## src/rtl/cpu19_pkg.sv

```systemverilog
// Shared definitions for the 19-bit CPU datapath: widths, ALU opcodes and
// the writeback state encoding.
package cpu19_pkg;

  localparam int DATA_W = 19;
  localparam int REG_AW = 4;
  localparam int RES_W  = 2 * DATA_W;

  localparam logic [4:0] OP_ADD = 5'b00000;
  localparam logic [4:0] OP_SUB = 5'b00001;
  localparam logic [4:0] OP_MUL = 5'b00010;
  localparam logic [4:0] OP_AND = 5'b00011;
  localparam logic [4:0] OP_OR  = 5'b00100;
  localparam logic [4:0] OP_XOR = 5'b00101;
  localparam logic [4:0] OP_SHL = 5'b00110;
  localparam logic [4:0] OP_SHR = 5'b00111;
  localparam logic [4:0] OP_NOT = 5'b01000;

  typedef enum logic [1:0] {
    IDLE  = 2'd0,
    WR_LO = 2'd1,
    WR_HI = 2'd2
  } wb_state_t;

endpackage

```

## src/rtl/wb_flag_calc.sv

```systemverilog
// Next-value computation for the Z/N/H flags from a captured ALU result.
// A multiply judges zero and sign over the full double-width product.
module wb_flag_calc
  import cpu19_pkg::*;
(
  input  logic [RES_W-1:0] res,
  input  logic             mul,
  output logic             z_next,
  output logic             n_next,
  output logic             h_next
);

  logic hi_nonzero;

  assign hi_nonzero = (res[RES_W-1:DATA_W] != '0);
  assign z_next     = mul ? (res == '0) : (res[DATA_W-1:0] == '0);
  assign n_next     = mul ? res[RES_W-1] : res[DATA_W-1];
  assign h_next     = mul & hi_nonzero;

endmodule

```

## src/rtl/alu_writeback.sv

```systemverilog
// Writeback stage behind the 19-bit ALU: drives the single register-file
// write port and splits multiply products into low and high word writes.
module alu_writeback
  import cpu19_pkg::*;
(
  input  logic              clk,
  input  logic              rst_n,
  input  logic              in_valid,
  output logic              in_ready,
  input  logic [RES_W-1:0]  in_result,
  input  logic [4:0]        in_opcode,
  input  logic [REG_AW-1:0] in_rd,
  input  logic              rf_stall,
  output logic              rf_we,
  output logic [REG_AW-1:0] rf_waddr,
  output logic [DATA_W-1:0] rf_wdata,
  output logic              flag_z,
  output logic              flag_n,
  output logic              flag_h,
  output logic              busy
);

  wb_state_t         state;
  logic [RES_W-1:0]  res_q;
  logic [REG_AW-1:0] rd_q;
  logic              mul_q;
  logic [REG_AW-1:0] last_addr;
  logic [DATA_W-1:0] last_data;

  logic              accept;
  logic              writing;
  logic              lo_done;
  logic [REG_AW-1:0] wr_addr;
  logic [DATA_W-1:0] wr_data;
  logic              z_next;
  logic              n_next;
  logic              h_next;

  wb_flag_calc u_flag_calc (
    .res    (res_q),
    .mul    (mul_q),
    .z_next (z_next),
    .n_next (n_next),
    .h_next (h_next)
  );

  // A new result may only enter WR_LO when the pending low write completes
  // this same cycle, so nothing is overwritten before reaching the file.
  assign in_ready = rst_n & ~rf_stall &
                    ((state == IDLE) | ((state == WR_LO) & ~mul_q));
  assign accept   = in_valid & in_ready;
  assign writing  = (state == WR_LO) | (state == WR_HI);
  assign lo_done  = (state == WR_LO) & ~rf_stall;
  assign busy     = (state != IDLE);

  assign wr_addr  = (state == WR_HI) ? rd_q + REG_AW'(1) : rd_q;
  assign wr_data  = (state == WR_HI) ? res_q[RES_W-1:DATA_W] : res_q[DATA_W-1:0];

  // Address and data follow captured state only; idle cycles replay the last write.
  assign rf_we    = rst_n & ~rf_stall & writing;
  assign rf_waddr = rf_we ? wr_addr : last_addr;
  assign rf_wdata = rf_we ? wr_data : last_data;

  always_ff @(posedge clk) begin
    if (!rst_n) begin
      state     <= IDLE;
      res_q     <= '0;
      rd_q      <= '0;
      mul_q     <= 1'b0;
      last_addr <= '0;
      last_data <= '0;
      flag_z    <= 1'b0;
      flag_n    <= 1'b0;
      flag_h    <= 1'b0;
    end else begin
      if (rf_we) begin
        last_addr <= wr_addr;
        last_data <= wr_data;
      end
      if (lo_done) begin
        flag_z <= z_next;
        flag_n <= n_next;
        flag_h <= h_next;
      end
      if (accept) begin
        res_q <= in_result;
        rd_q  <= in_rd;
        mul_q <= (in_opcode == OP_MUL);
      end
      case (state)
        IDLE: begin
          if (accept) state <= WR_LO;
        end
        WR_LO: begin
          if (!rf_stall) begin
            if (mul_q)       state <= WR_HI;
            else if (accept) state <= WR_LO;
            else             state <= IDLE;
          end
        end
        WR_HI: begin
          if (!rf_stall) state <= IDLE;
        end
        default: state <= IDLE;
      endcase
    end
  end

endmodule

```

## config.mk

```make
export PLATFORM = sky130hd
export DESIGN_NAME = alu_writeback
export DESIGN_NICKNAME = d
export VERILOG_FILES = /design/src/rtl/cpu19_pkg.sv /design/src/rtl/wb_flag_calc.sv /design/src/rtl/alu_writeback.sv
export SDC_FILE = /design/constraint.sdc
export NUM_CORES = 1
export LEC_CHECK = 0
export ABC_AREA = 1
export ABC_CLOCK_PERIOD_IN_PS = 2300
export BUFFER_PORTS_ARGS = -buffer_cell sky130_fd_sc_hd__buf_2
export CAP_MARGIN = 20
export CELL_PAD_IN_SITES_DETAIL_PLACEMENT = 0
export CELL_PAD_IN_SITES_GLOBAL_PLACEMENT = 1
export CORE_MARGIN = 8
export CORE_UTILIZATION = 35
export CTS_CLUSTER_DIAMETER = 200
export CTS_CLUSTER_SIZE = 28
export DETAILED_ROUTE_END_ITERATION = 7
export PLACE_DENSITY = 0.7
export SLEW_MARGIN = 5
export SYNTH_ARGS = -nofsm -noshare
export SYNTH_HDL_FRONTEND = slang
export SYNTH_SLANG_ARGS = --single-unit
```

## constraint.sdc

```tcl
create_clock -name clk -period 2.3 [get_ports clk]
set_input_delay 0 -clock clk [delete_from_list [all_inputs] [get_ports clk]]
set_output_delay 0 -clock clk [all_outputs]
set_load 0.01 [all_outputs]
```

# == After elaboration in Yosys (flattened, before gate mapping) ==
# Cells that the tools add are included.
# totals
elab_cells,45
reg_bits,71
output_inout_bits,29
inputBits,51
# classes
mux,12
reduce_logical,6
add_sub_neg,1
eq_ne,6
bitwise_logic,11
# op_table
cell,n
$logic_not A38 Y1,1
$mux W19,2
$logic_not A19 Y1,1
$reduce_bool A19 Y1,1
$mux W2,4
$mux W4,2
$and A1 B1 Y1,7
$ne A2 B2 Y1 const B,3
$pmux W2 S3,1
$eq A5 B2 Y1 const B,1
$add A4 B1 Y4 const B,1
$mux W1,3
$reduce_and A3 Y1,1
$eq A2 B1 Y1 const B,1
$eq A2 B2 Y1 const B,1
$logic_not A2 Y1,1
$not A1 Y1,2
$or A1 B1 Y1,2
$reduce_bool A2 Y1,1

# == Depth between registers and ports, before layout ==
# Gate-level depths: netlist of run 1.
# logic_depth
word_depth,9
depth_mapped,9
depth_no_buf,8

# == Modules after synthesis ==
# From an unflattened synthesis of run 1, not the netlist that was laid out.
# hier_totals
cells_unflattened,543
area_unflattened_um2,3503.4
# modules_own_cells
module,seq_area_each_um2,area_each_um2,n_inst,cells_each
alu_writeback,1421.4,3311.9,1,499
wb_flag_calc,0.0,191.4,1,44

# == Worst setup path before layout of run 1 ==
# OpenSTA, ideal clock, no wires.
# synth_timing
path_type,flip-flop to flip-flop
from,reg state[0]
to,reg res_q[6]
period_less_slack_ns,1.386
n_path_buf,2
path_stages_with_launch,10
slack_ns,0.914
arrival_time_ns,1.250
setup_time_ns,0.135
t_required_ns,2.165
cell_sequence,dfxtp_1 inv_1 ha_1 inv_2 nand2_1 and2_1 buf_4 buf_6 nand3_2 a21oi_1
# synth_between
elab_chain_cells,5
elab_cells_between_ends,6
classes_between,eq/ne: 1; bitwise: 4; reduce/logical: 1
# synth_lines
item,line_no,text
"start, declared",alu_writeback.sv:23,wb_state_t state;
"start signal, assigned",alu_writeback.sv:66,state <= IDLE;
"start signal, assigned",alu_writeback.sv:92,if (accept) state <= WR_LO;
"start signal, assigned",alu_writeback.sv:96,if (mul_q) state <= WR_HI;
$eq A2 B1 Y1,alu_writeback.sv:50,((state == IDLE) | ((state == WR_LO) & ~mul_q));
$and A1 B1 Y1,alu_writeback.sv:50,
$or A1 B1 Y1 *,alu_writeback.sv:50,
$and A1 B1 Y1 *,alu_writeback.sv:49,assign in_ready = rst_n & ~rf_stall &
named net in_ready,alu_writeback.sv:9,"output logic in_ready,"
$and A1 B1 Y1 *,alu_writeback.sv:51,assign accept = in_valid & in_ready;
"end signal, assigned",alu_writeback.sv:86,res_q <= in_result;
"end, declared",alu_writeback.sv:24,logic [RES_W-1:0] res_q;
# Mark *: on every way through the listed nets, which the timed path passes. The rest lies on a longest branch.
# A chain may end at the register's enable or synchronous reset.

# == Worst setup path in the final report of run 1 ==
# layout_timing
from,reg state[0]
to,out rf_wdata[18]
# layout_between
elab_chain_cells,4
elab_cells_between_ends,6
classes_between,eq/ne: 2; mux: 2; bitwise: 2
# layout_lines
item,line_no,text
$eq A2 B1 Y1 or $eq A2 B2 Y1 (tied branches),"alu_writeback.sv:52, alu_writeback.sv:57",
$or A1 B1 Y1,alu_writeback.sv:52,assign writing = (state == WR_LO) | (state == WR_HI);
$and A1 B1 Y1,alu_writeback.sv:60,assign rf_we = rst_n & ~rf_stall & writing;
$mux W19 *,--,
"end, declared",alu_writeback.sv:16,"output logic [DATA_W-1:0] rf_wdata,"
# Every way passes the cells marked *; elsewhere a longest branch is shown, timed or not.

==> metrics.md, run 1 <==
| Metric | Value |
|---|---|
| Mean number of vias per cell | `4.61` |
| Row cnt | `36` |
| Status | `finished clean` |
| Worst Reg-to-Reg Cells | `8` |
| Core area | `9640 µm²` |
| Worst relative slew slack | `49.2%` |
| Total Neg Setup Slack | `0 ps` |
| CTS tree | `built` |
| Place WS | `529 ps` |
| Yosys warns | `0` |
| Mean Syn Cell Area | `7.64 µm²` |
| Nets | `615` |
| 1st-pass router iterations | `4` |
| Synth Area in Compound Gates | `26.2%` |
| Clk Latency, worst-skew pair | `340 ps` |
| Synth Area in Simple Gates | `19.0%` |
| Post-CTS Setup Bufs | `0` |
| Routed wire length | `9.78 mm` |
| WP data required | `2300 ps` |
| RR Endpoint | `mul_q$_SDFFE_PN0P_` |
| Mux contribution to synthesized area | `0%` |
| Post-DP HPWL | `6.95 mm` |
| Synth Net Count | `502` |
| DIE AREA | `13,200 µm²` |
| CP max FO | `68` |
| H-Tree Depth | `3` |
| Remaining global-route overflow | `0` |
| Final Non-Filler Cells | `699` |
| R2R Setup Slk | `550 ps` |
| Hold_sp | `rf_stall` |
| Max Root-Sink Buffers | `2` |
| Fin crit share | `87.3%` |
| Critical path class | `reg -> out` |
| Post-Syn Area | `3420 µm²` |
| Largest family of logic cells by synthesized area | `compound AO/OA/AOI/OAI gates` |
| Gate Count Post-Synth | `447` |
| Distinct cell type count after synthesis | `24` |
| DRC violation count after routing | `0` |
| Hold Path Sink | `state[0]$_SDFFE_PN0P_` |
| Clk pin slew, worst setup/hold paths | `70 ps` |
| Endpoint class of the critical path | `primary output` |
| Sink Count | `71` |
| Area leader, netlist | `dfxtp_1` |
| Die Y | `115 µm` |
| Final hold violations | `0` |
| First-pass GRT wire length | `15.7 mm` |
| Max-slew violations | `0` |
| Effective utilization at floorplan | `35.4%` |
| Worst setup SP type | `register` |
| Worst Slack Setup Final | `291 ps` |
| Xor and xnor area share after synthesis | `0.513%` |
| Num CTS Buffers | `9` |
| F_max | `0.498 GHz` |
| Cells after DPL | `638` |
| Min-Delay Path Class | `in -> reg` |
| Max IR drop VDD | `365 µV` |
| Synthesis-stage register bit count | `71` |
| Adder-cell share of the synthesized area | `1.46%` |
| PwrDens | `718 nW/µm²` |
| Placer Congestion | `0.782` |
| Avg WL per Cell | `14.0 µm` |
| Initial antenna violation count | `0` |
| Share of post-route cells with drive strength above 1 | `28.0%` |
| # setup viols final | `0` |
| RSZ-0062 raised after global routing | `no` |
| Area grow syn2layout | `33.1%` |
| Width of the die | `115 µm` |
| Iteration-0 DRC Markers | `131` |
| Synth area leaders | `dfxtp_1 (42%), a21oi_1 (11%), a211oi_2 (7.7%), nand2_1 (7.1%), o21ai_1 (4.7%)` |
| Largest net degree at the start of global routing | `69` |
| I/O Buffers | `79` |
| Power Total | `3.27 mW` |
| Root Driver | `clkbuf_8` |
| GRT Resource Usage Total | `15.3%` |
| Worst Tran Pin Value | `762 ps` |
| Detailed-route via count | `3,219` |
| Post-route antenna net violation count | `0` |
| Clock period minus worst slack | `2010 ps` |
| Clock Skew | `6.37 ps` |
| Vias in the first global route | `3,221` |
| Max cap viols | `0` |
| Seq/Total Area, Yosys | `41.6%` |
| Reg-to-reg startpoint | `state[1]$_SDFFE_PN0P_` |
| Hold Path Stages | `5` |
| Pleak | `1.93 nW` |
| Data arrival time of the critical path | `2010 ps` |
| Top cell type's share of synthesized area | `41.6%` |
| Ports | `80` |
synth_stat cells:
| library cell | n |
|---|---|
| o21ai_1 | 32 |
| a21oi_1 | 72 |
| nand2_1 | 65 |
| nor3_1 | 2 |
| buf_4 | 6 |
| buf_6 | 2 |
| nor2_4 | 1 |
| buf_2 | 9 |
| nand3_2 | 10 |
| ha_1 | 4 |
| a211oi_2 | 21 |
| or2_1 | 21 |
| clkbuf_1 | 12 |
| inv_1 | 38 |
| o21ai_0 | 21 |
| a211oi_1 | 1 |
| nand3_1 | 11 |
| or2_2 | 1 |
| xor2_1 | 2 |
| and2_1 | 1 |
| inv_2 | 22 |
| dfxtp_1 | 71 |
| nor4_1 | 1 |
| nor2_1 | 21 |
critical path, stage by stage (launching register included):
cell and delay [ps]:
dfxtp_1 360, inv_1 70, ha_1 270, nand2_1 80, inv_2 80, buf_12 270
or2_1 160, inv_2 40, a21oi_1 160, buf_2 170
cells in the final DEF (no fill, tap or decap), types with 2 or more instances in the layout:
master / n
o21ai_1: 32
inv_1: 38
o21ai_0: 21
clkbuf_8: 12
nand2_1: 65
ha_1: 3
a21oi_1: 72
buf_4: 7
dfxtp_1: 71
buf_2: 79
dlygate4sd3_1: 44
inv_2: 22
clkinv_2: 2
nor3_1: 2
a211oi_2: 21
xor2_1: 2
nor2_1: 21
nand3_2: 10
nand3_1: 11
or2_1: 21
registers in the layout (all words and copies together), names as in the netlist:
signal,cells
res_q,38
last_data,19
last_addr,4
rd_q,4
state,2
flag_h,1
flag_n,1
flag_z,1
mul_q,1
cells by family (layout without fill, tap and decap cells):
| kind of cell | count (synthesis) | in the layout |
|---|---|---|
| AOI/OAI and AO/OA | 147 | 147 |
| xor gates and xnor gates | 2 | 2 |
| adders and majority gates | 4 | 4 |
| buffers and inverters | 89 | 207 |
| DFF | 71 | 71 |
| other | 0 | 1 |
| and+or+nand+nor | 134 | 134 |
report_power, final:
part	total (mW)	internal (mW)	switching, mW
combinational	0.861	0.336	0.525
clock	1.05	0.588	0.465
sequential	1.35	1.31	0.0394
metal layers:
layer  track usage (%)  vias up  wire length, µm
met1              18.5     1446             4590
met2              25.6       68             4660
li1                  -     1697                -
met4              4.55        0              127
met5                 0        -                0
met3              4.57        8              404
through the flow:
step                cell area (µm²)  hold WS [ps]  util, %
finish                         4550          80.7     47.2
global route                   4550          84.7     47.2
CTS                            4540          64.7     47.1
detailed placement             3890           268     40.4
global placement               3890           265     40.4
floorplan                      3420           142        -
how the worst max path moves through the flow:
stage                             end             startpoint  slack, ps
4_1_cts                   rf_wdata[8]  state[0]$_SDFFE_PN0P_        160
3_3_place_gp              rf_wdata[8]  state[0]$_SDFFE_PN0P_        570
5_1_grt                   rf_waddr[3]  state[0]$_SDFFE_PN0P_        130
6_report                 rf_wdata[18]  state[0]$_SDFFE_PN0P_        290
2_1_floorplan   res_q[6]$_SDFFE_PN0P_  state[0]$_SDFFE_PN0P_        910
3_5_place_dp   res_q[13]$_SDFFE_PN0P_  state[1]$_SDFFE_PN0P_        530
area by class of cell:
type	instances	area, µm²
clock buffers	13	169
multi-input cells	287	1620
repair buffers	131	908
clock inverters	3	40.0
diodes	1	2.50
fillers	1016	5090
flip-flops and latches	71	1420
inverters	60	225
well taps	133	166
what timing repair did:
| action | in CTS | in global routing |
|---|---|---|
| hold endpoints to repair | 43 | 0 |
| gates resized for setup | 0 | 1 |
| setup endpoints to repair | 0 | 1 |
| hold buffers | 44 | 0 |
No activity file was read; power rests on OpenSTA's default activity.
==> inputs of run 2 (changes only) <==
--- a/config.mk
+++ b/config.mk
@@ -18,4 +18,5 @@
 export DETAILED_ROUTE_END_ITERATION = 7
+export GPL_TIMING_DRIVEN = 0
 export PLACE_DENSITY = 0.7
-export SLEW_MARGIN = 5
+export SLEW_MARGIN = 20
 export SYNTH_ARGS = -nofsm -noshare
==> constraint.sdc (replaced) <==
create_clock -name clk -period 2.3 [get_ports clk]
set_input_delay 0.23 -clock clk [delete_from_list [all_inputs] [get_ports clk]]
set_output_delay 0.23 -clock clk [all_outputs]
set_load 0.01 [all_outputs]
==> run 2 against run 1 <==
Compared with the run above:
- clock power decreased by 13%
- first-iteration DRC count unchanged
- die area is the same
- cell count down 3.7%
- final area shrank 8.4%
- worst hold slack better by 60 ps
- critical path type unchanged
- critical endpoint is now rf_wdata[3]
- largest power group unchanged
==> metrics.md, run 2 (synthesis gave the netlist of run 1 again) <==
| Metric | Value |
|---|---|
| Ports | `80` |
| Most frequent cells in the layout | `buf_2 (86), a21oi_1 (72), dfxtp_1 (71)` |
| Share of post-route cells with drive strength above 1 | `30.9%` |
| Routed wire length | `10.2 mm` |
| Mean number of vias per cell | `4.69` |
| First-pass GRT wire length | `16.0 mm` |
| Max-slew violations | `0` |
| Detailed-route via count | `3,158` |
| GRT Resource Usage Total | `15.8%` |
| Clk Latency, worst-skew pair | `340 ps` |
| Min-Delay Path Class | `in -> reg` |
| Core area | `9640 µm²` |
| Vias in the first global route | `3,228` |
| Largest regs | `res_q: 38 flops, last_data: 19 flops` |
| # setup viols final | `0` |
| Max Root-Sink Buffers | `2` |
| F_max | `0.460 GHz` |
| Hold Buf Count CTS | `0` |
| Data arrival time of the critical path | `1940 ps` |
| Worst setup SP type | `register` |
| Sink Count | `71` |
| Die Y | `115 µm` |
| Endpoint class of the critical path | `primary output` |
| Num CTS Buffers | `9` |
| RR Endpoint | `res_q[27]$_SDFFE_PN0P_` |
| H-Tree Depth | `3` |
| Status | `finished clean` |
| Total Neg Setup Slack | `0 ps` |
| Nets | `591` |
| Reg with most FFs | `res_q` |
| Clk pin slew, worst setup/hold paths | `70 ps` |
| Critical path class | `reg -> out` |
| Row cnt | `36` |
| Worst relative slew slack | `54.2%` |
| Number of flip-flops in the largest register | `38` |
| Worst Reg-to-Reg Cells | `7` |
| Clock Skew | `5.21 ps` |
| Post-route antenna net violation count | `0` |
| Reg-to-reg startpoint | `state[1]$_SDFFE_PN0P_` |
| Root Driver | `clkbuf_8` |
| R2R Setup Slk | `630 ps` |
| Worst Tran Pin Value | `687 ps` |
| # diodes | `0` |
| I/O Buffers | `78` |
| 1st-pass router iterations | `4` |
| Area grow syn2layout | `21.9%` |
| Post-DP HPWL | `8.08 mm` |
| CTS tree | `built` |
| Effective utilization at floorplan | `35.4%` |
| Pleak | `1.78 nW` |
| Max IR drop VDD | `303 µV` |
| Max cap viols | `0` |
| DRC violation count after routing | `0` |
| Width of the die | `115 µm` |
| Remaining global-route overflow | `0` |
| Post-CTS Setup Bufs | `0` |
| Avg WL per Cell | `15.1 µm` |
| Fillers | `1,067` |
| Worst Hold Margin | `141 ps` |
| Final hold violations | `0` |
| Largest net degree at the start of global routing | `11` |
| Placer Congestion | `0.836` |
| Crit. Startpoint | `state[1]$_SDFFE_PN0P_` |
| Fin crit share | `94.5%` |
| DIE AREA | `13,200 µm²` |
| CP max FO | `10` |
| WP data required | `2070 ps` |
| Iteration-0 DRC Markers | `131` |
| Most common cell after layout, fill and taps aside | `buf_2` |
| PwrDens | `746 nW/µm²` |
| Critical Path Sink | `rf_wdata[3]` |
| Clock period minus worst slack | `2170 ps` |
| Hold_sp | `in_rd[3]` |
| RSZ-0062 raised after global routing | `no` |
| Initial antenna violation count | `0` |
run 2: changes by cell type in the layout (fill, tap and decap cells not counted), sizes merged:
cell,change
dlygate4sd3,-44
clkbuf,+15
buf,+7
clkinv,-2
bufinv,-1
diode,-1
run 2: final cells by class:
type                            instances  area, µm²  share of cell area [%]
Multi-Input combinational cell        287       1620                    38.9
Sequential cell                        71       1420                    34.1
Timing Repair Buffer                   78        390                    9.37
Inverter                               60        225                    5.41
Clock buffer                           15        176                    4.23
Buffer                                 29        166                    3.99
Tap cell                              133        166                    3.99
run 2: how the worst min path moves through the flow:
| stage | end | slack (ps) | cells past startpoint |
|---|---|---|---|
| after CTS | rd_q[3]$_SDFFE_PN0P_ | 120 | 3 |
| after global routing | rd_q[3]$_SDFFE_PN0P_ | 130 | 3 |
| after detailed placement | res_q[36]$_SDFFE_PN0P_ | 460 | 2 |
| after floorplan | res_q[10]$_SDFFE_PN0P_ | 370 | 2 |
| final | rd_q[3]$_SDFFE_PN0P_ | 140 | 3 |
| after global placement | flag_z$_SDFFE_PN0P_ | 460 | 2 |
run 2: report_power, final:
part           switching (mW)  leakage [nW]  internal, mW  total (mW)
logic                   0.535          1.11         0.306       0.840
clock network           0.435        0.0898         0.476       0.912
registers              0.0412         0.577          1.32        1.36
run 2: critical path, stage by stage, from the launching register on:
cell and delay (ps):
dfxtp_1 390, inv_1 90, ha_1 290, nand2_2 100, inv_2 70, buf_4 170, or2_1 200, inv_1 80
a21oi_1 50, buf_2 150
run 2: stage by stage:
step / instance area [µm²] / cells / utilization (%) / power [mW] / setup slack [ps]
2_1_floorplan: 3420 / 447 / - / 1.94 / 748
3_3_place_gp: 3970 / 658 / 41.2 / 2.21 / 413
3_5_place_dp: 3970 / 658 / 41.2 / 2.22 / 387
4_1_cts: 4150 / 673 / 43.1 / 3.14 / 38.9
5_1_grt: 4170 / 673 / 43.2 / 3.30 / 9.49
6_report: 4170 / 673 / 43.2 / 3.11 / 127
run 2: what timing repair did:
action	in CTS	in global routing
endpoints found under the hold margin	0	0
resized for setup	1	12
setup endpoints to repair	1	21
run 2: layer usage:
metal,vias to the layer above,wire [µm],GRT usage [%],part of all wire (%)
met3,12,484,5.25,4.8
met2,67,4690,25.3,46
met5,-,0,0,0
li1,1643,-,-,-
met4,0,182,4.12,1.8
met1,1436,4800,19.9,47
==> inputs of run 3 (changes only) <==
- CORE_UTILIZATION: 35 -> 42
- PLACE_DENSITY: 0.7 -> 0.82
==> run 3 against run 2 <==
Compared with the run above:
- first-iteration DRC count decreased by 11%
- count of clock-buffer cells in the layout decreased by 3
- flip-flop and latch count unchanged
- critical path type unchanged
- highest routed layer unchanged
==> metrics.md, run 3 (synthesis gave the netlist of run 1 again) <==
| Metric | Value |
|---|---|
| Status | `finished clean` |
| Fillers | `868` |
| # setup viols final | `0` |
| Worst relative slew slack | `53.4%` |
| Ports | `80` |
| RSZ-0062 raised after global routing | `yes` |
| Reg with most FFs | `res_q` |
| Max IR drop VDD | `284 µV` |
| 1st-pass router iterations | `4` |
| Min-Delay Path Class | `in -> reg` |
| I/O Buffers | `78` |
| GRT Resource Usage Total | `17.9%` |
| Routed wire length | `10.1 mm` |
| Die Y | `106 µm` |
| Critical path class | `reg -> out` |
| Number of flip-flops in the largest register | `38` |
| First-pass GRT wire length | `15.9 mm` |
| H-Tree Depth | `3` |
| Placer Congestion | `0.841` |
| Sequential cell area | `1420 µm²` |
| CP max FO | `10` |
| Area grow syn2layout | `21.5%` |
| Clk Latency, worst-skew pair | `350 ps` |
| Num CTS Buffers | `9` |
| Sink Count | `71` |
| Post-route antenna net violation count | `0` |
| Width of the die | `106 µm` |
| Multi-input gate area | `1610 µm²` |
| Largest regs | `res_q: 38 flops, last_data: 19 flops` |
| WP data required | `2070 ps` |
| Fin crit share | `96.4%` |
| Clock period minus worst slack | `2220 ps` |
| Nets | `591` |
| Hold_sp | `in_rd[3]` |
| Iteration-0 DRC Markers | `116` |
| Avg WL per Cell | `15.7 µm` |
| Max Root-Sink Buffers | `2` |
| F_max | `0.451 GHz` |
| Max cap viols | `0` |
| Most common cell after layout, fill and taps aside | `buf_2` |
| Endpoint class of the critical path | `primary output` |
| Post-DP HPWL | `7.83 mm` |
| Data arrival time of the critical path | `1990 ps` |
| Effective utilization at floorplan | `42.4%` |
| Post-DP Area | `3940 µm²` |
| Clk pin slew, worst setup/hold paths | `70 ps` |
| Reg-to-reg startpoint | `state[0]$_SDFFE_PN0P_` |
| DIE AREA | `11,300 µm²` |
| Mean number of vias per cell | `5.04` |
| Worst Hold Margin | `142 ps` |
| Row cnt | `33` |
| # diodes | `0` |
| Remaining global-route overflow | `0` |
| Clock Skew | `4.70 ps` |
| PwrDens | `788 nW/µm²` |
| Core area | `8050 µm²` |
| Initial antenna violation count | `0` |
| Root Driver | `clkbuf_8` |
| Largest net degree at the start of global routing | `12` |
| Detailed-route via count | `3,256` |
| Most frequent cells in the layout | `buf_2 (87), a21oi_1 (72), dfxtp_1 (71)` |
| Hold Buf Count CTS | `0` |
| Max-slew violations | `0` |
| Worst Tran Pin Value | `699 ps` |
| CTS tree | `built` |
| Pleak | `1.79 nW` |
| Crit. Startpoint | `state[0]$_SDFFE_PN0P_` |
| Final hold violations | `0` |
| Total Neg Setup Slack | `0 ps` |
| DRC violation count after routing | `0` |
| Vias in the first global route | `3,336` |
| Worst setup SP type | `register` |
| R2R Setup Slk | `680 ps` |
| Final Instance Area | `4150 µm²` |
| Share of post-route cells with drive strength above 1 | `30.7%` |
## run 3: cell types whose count changed in the layout (fill, tap and decap cells not counted), moves of 2 or more
| cell | before | now |
|---|---|---|
| o21ai_1 | 35 | 42 |
| bufinv_16 | 0 | 2 |
| clkinv_2 | 0 | 2 |
| clkbuf_8 | 12 | 9 |
| o21ai_0 | 18 | 11 |
## run 3: layout make-up
type | count | area share [%]
well taps | 105 | 3.17
inverters | 60 | 5.43
multi-input cells | 287 | 38.9
clock inverters | 4 | 1.69
plain buffers | 29 | 3.95
repair buffers | 78 | 9.41
clock buffers | 12 | 3.26
flip-flops and latches | 71 | 34.2
## run 3: per-stage QoR
stage | std cells | util, % | total power, mW | setup WS (ps)
floorplan | 447 | - | 1.94 | 748
global placement | 630 | 48.9 | 2.21 | 404
detailed placement | 630 | 48.9 | 2.22 | 402
CTS | 646 | 51.5 | 3.29 | 12.1
global route | 646 | 51.5 | 3.44 | -20.6
finish | 646 | 51.5 | 3.27 | 81.9
## run 3: timing repair
action / CTS / global route
gates resized for setup: 0 / 18
buffers inserted: 0 / 0
setup endpoints to repair: 0 / 21
## run 3: final timing paths
| path | to | depth (start not counted) |
|---|---|---|
| hold / removal | rd_q[3]$_SDFFE_PN0P_ | 3 |
| hold reg to reg | flag_z$_SDFFE_PN0P_ | 2 |
| setup / recovery | rf_wdata[17] | 6 |
| setup reg to reg | res_q[22]$_SDFFE_PN0P_ | 7 |
## run 3: worst max-delay path: stages, from the launching register on
cell and delay (ps):
dfxtp_1 370, inv_1 80, ha_1 300, clkbuf_2 230
o21ai_0 370, a21oi_1 140, buf_2 160
## run 3: per-layer routing
| metal | GRT usage [%] | vias up | share of wire (%) |
|---|---|---|---|
| met5 | 0 | - | 0 |
| met4 | 5.03 | 0 | 1.1 |
| met3 | 5.51 | 10 | 6.1 |
| met2 | 30.7 | 87 | 49 |
| met1 | 21.0 | 1508 | 44 |
| li1 | - | 1651 | - |
## run 3: power by group
group / total, mW / switching, mW / internal, mW
registers: 1.36 / 0.0415 / 1.31
clock network: 1.06 / 0.456 / 0.609
logic: 0.851 / 0.544 / 0.307
total: 3.27 / 1.04 / 2.23
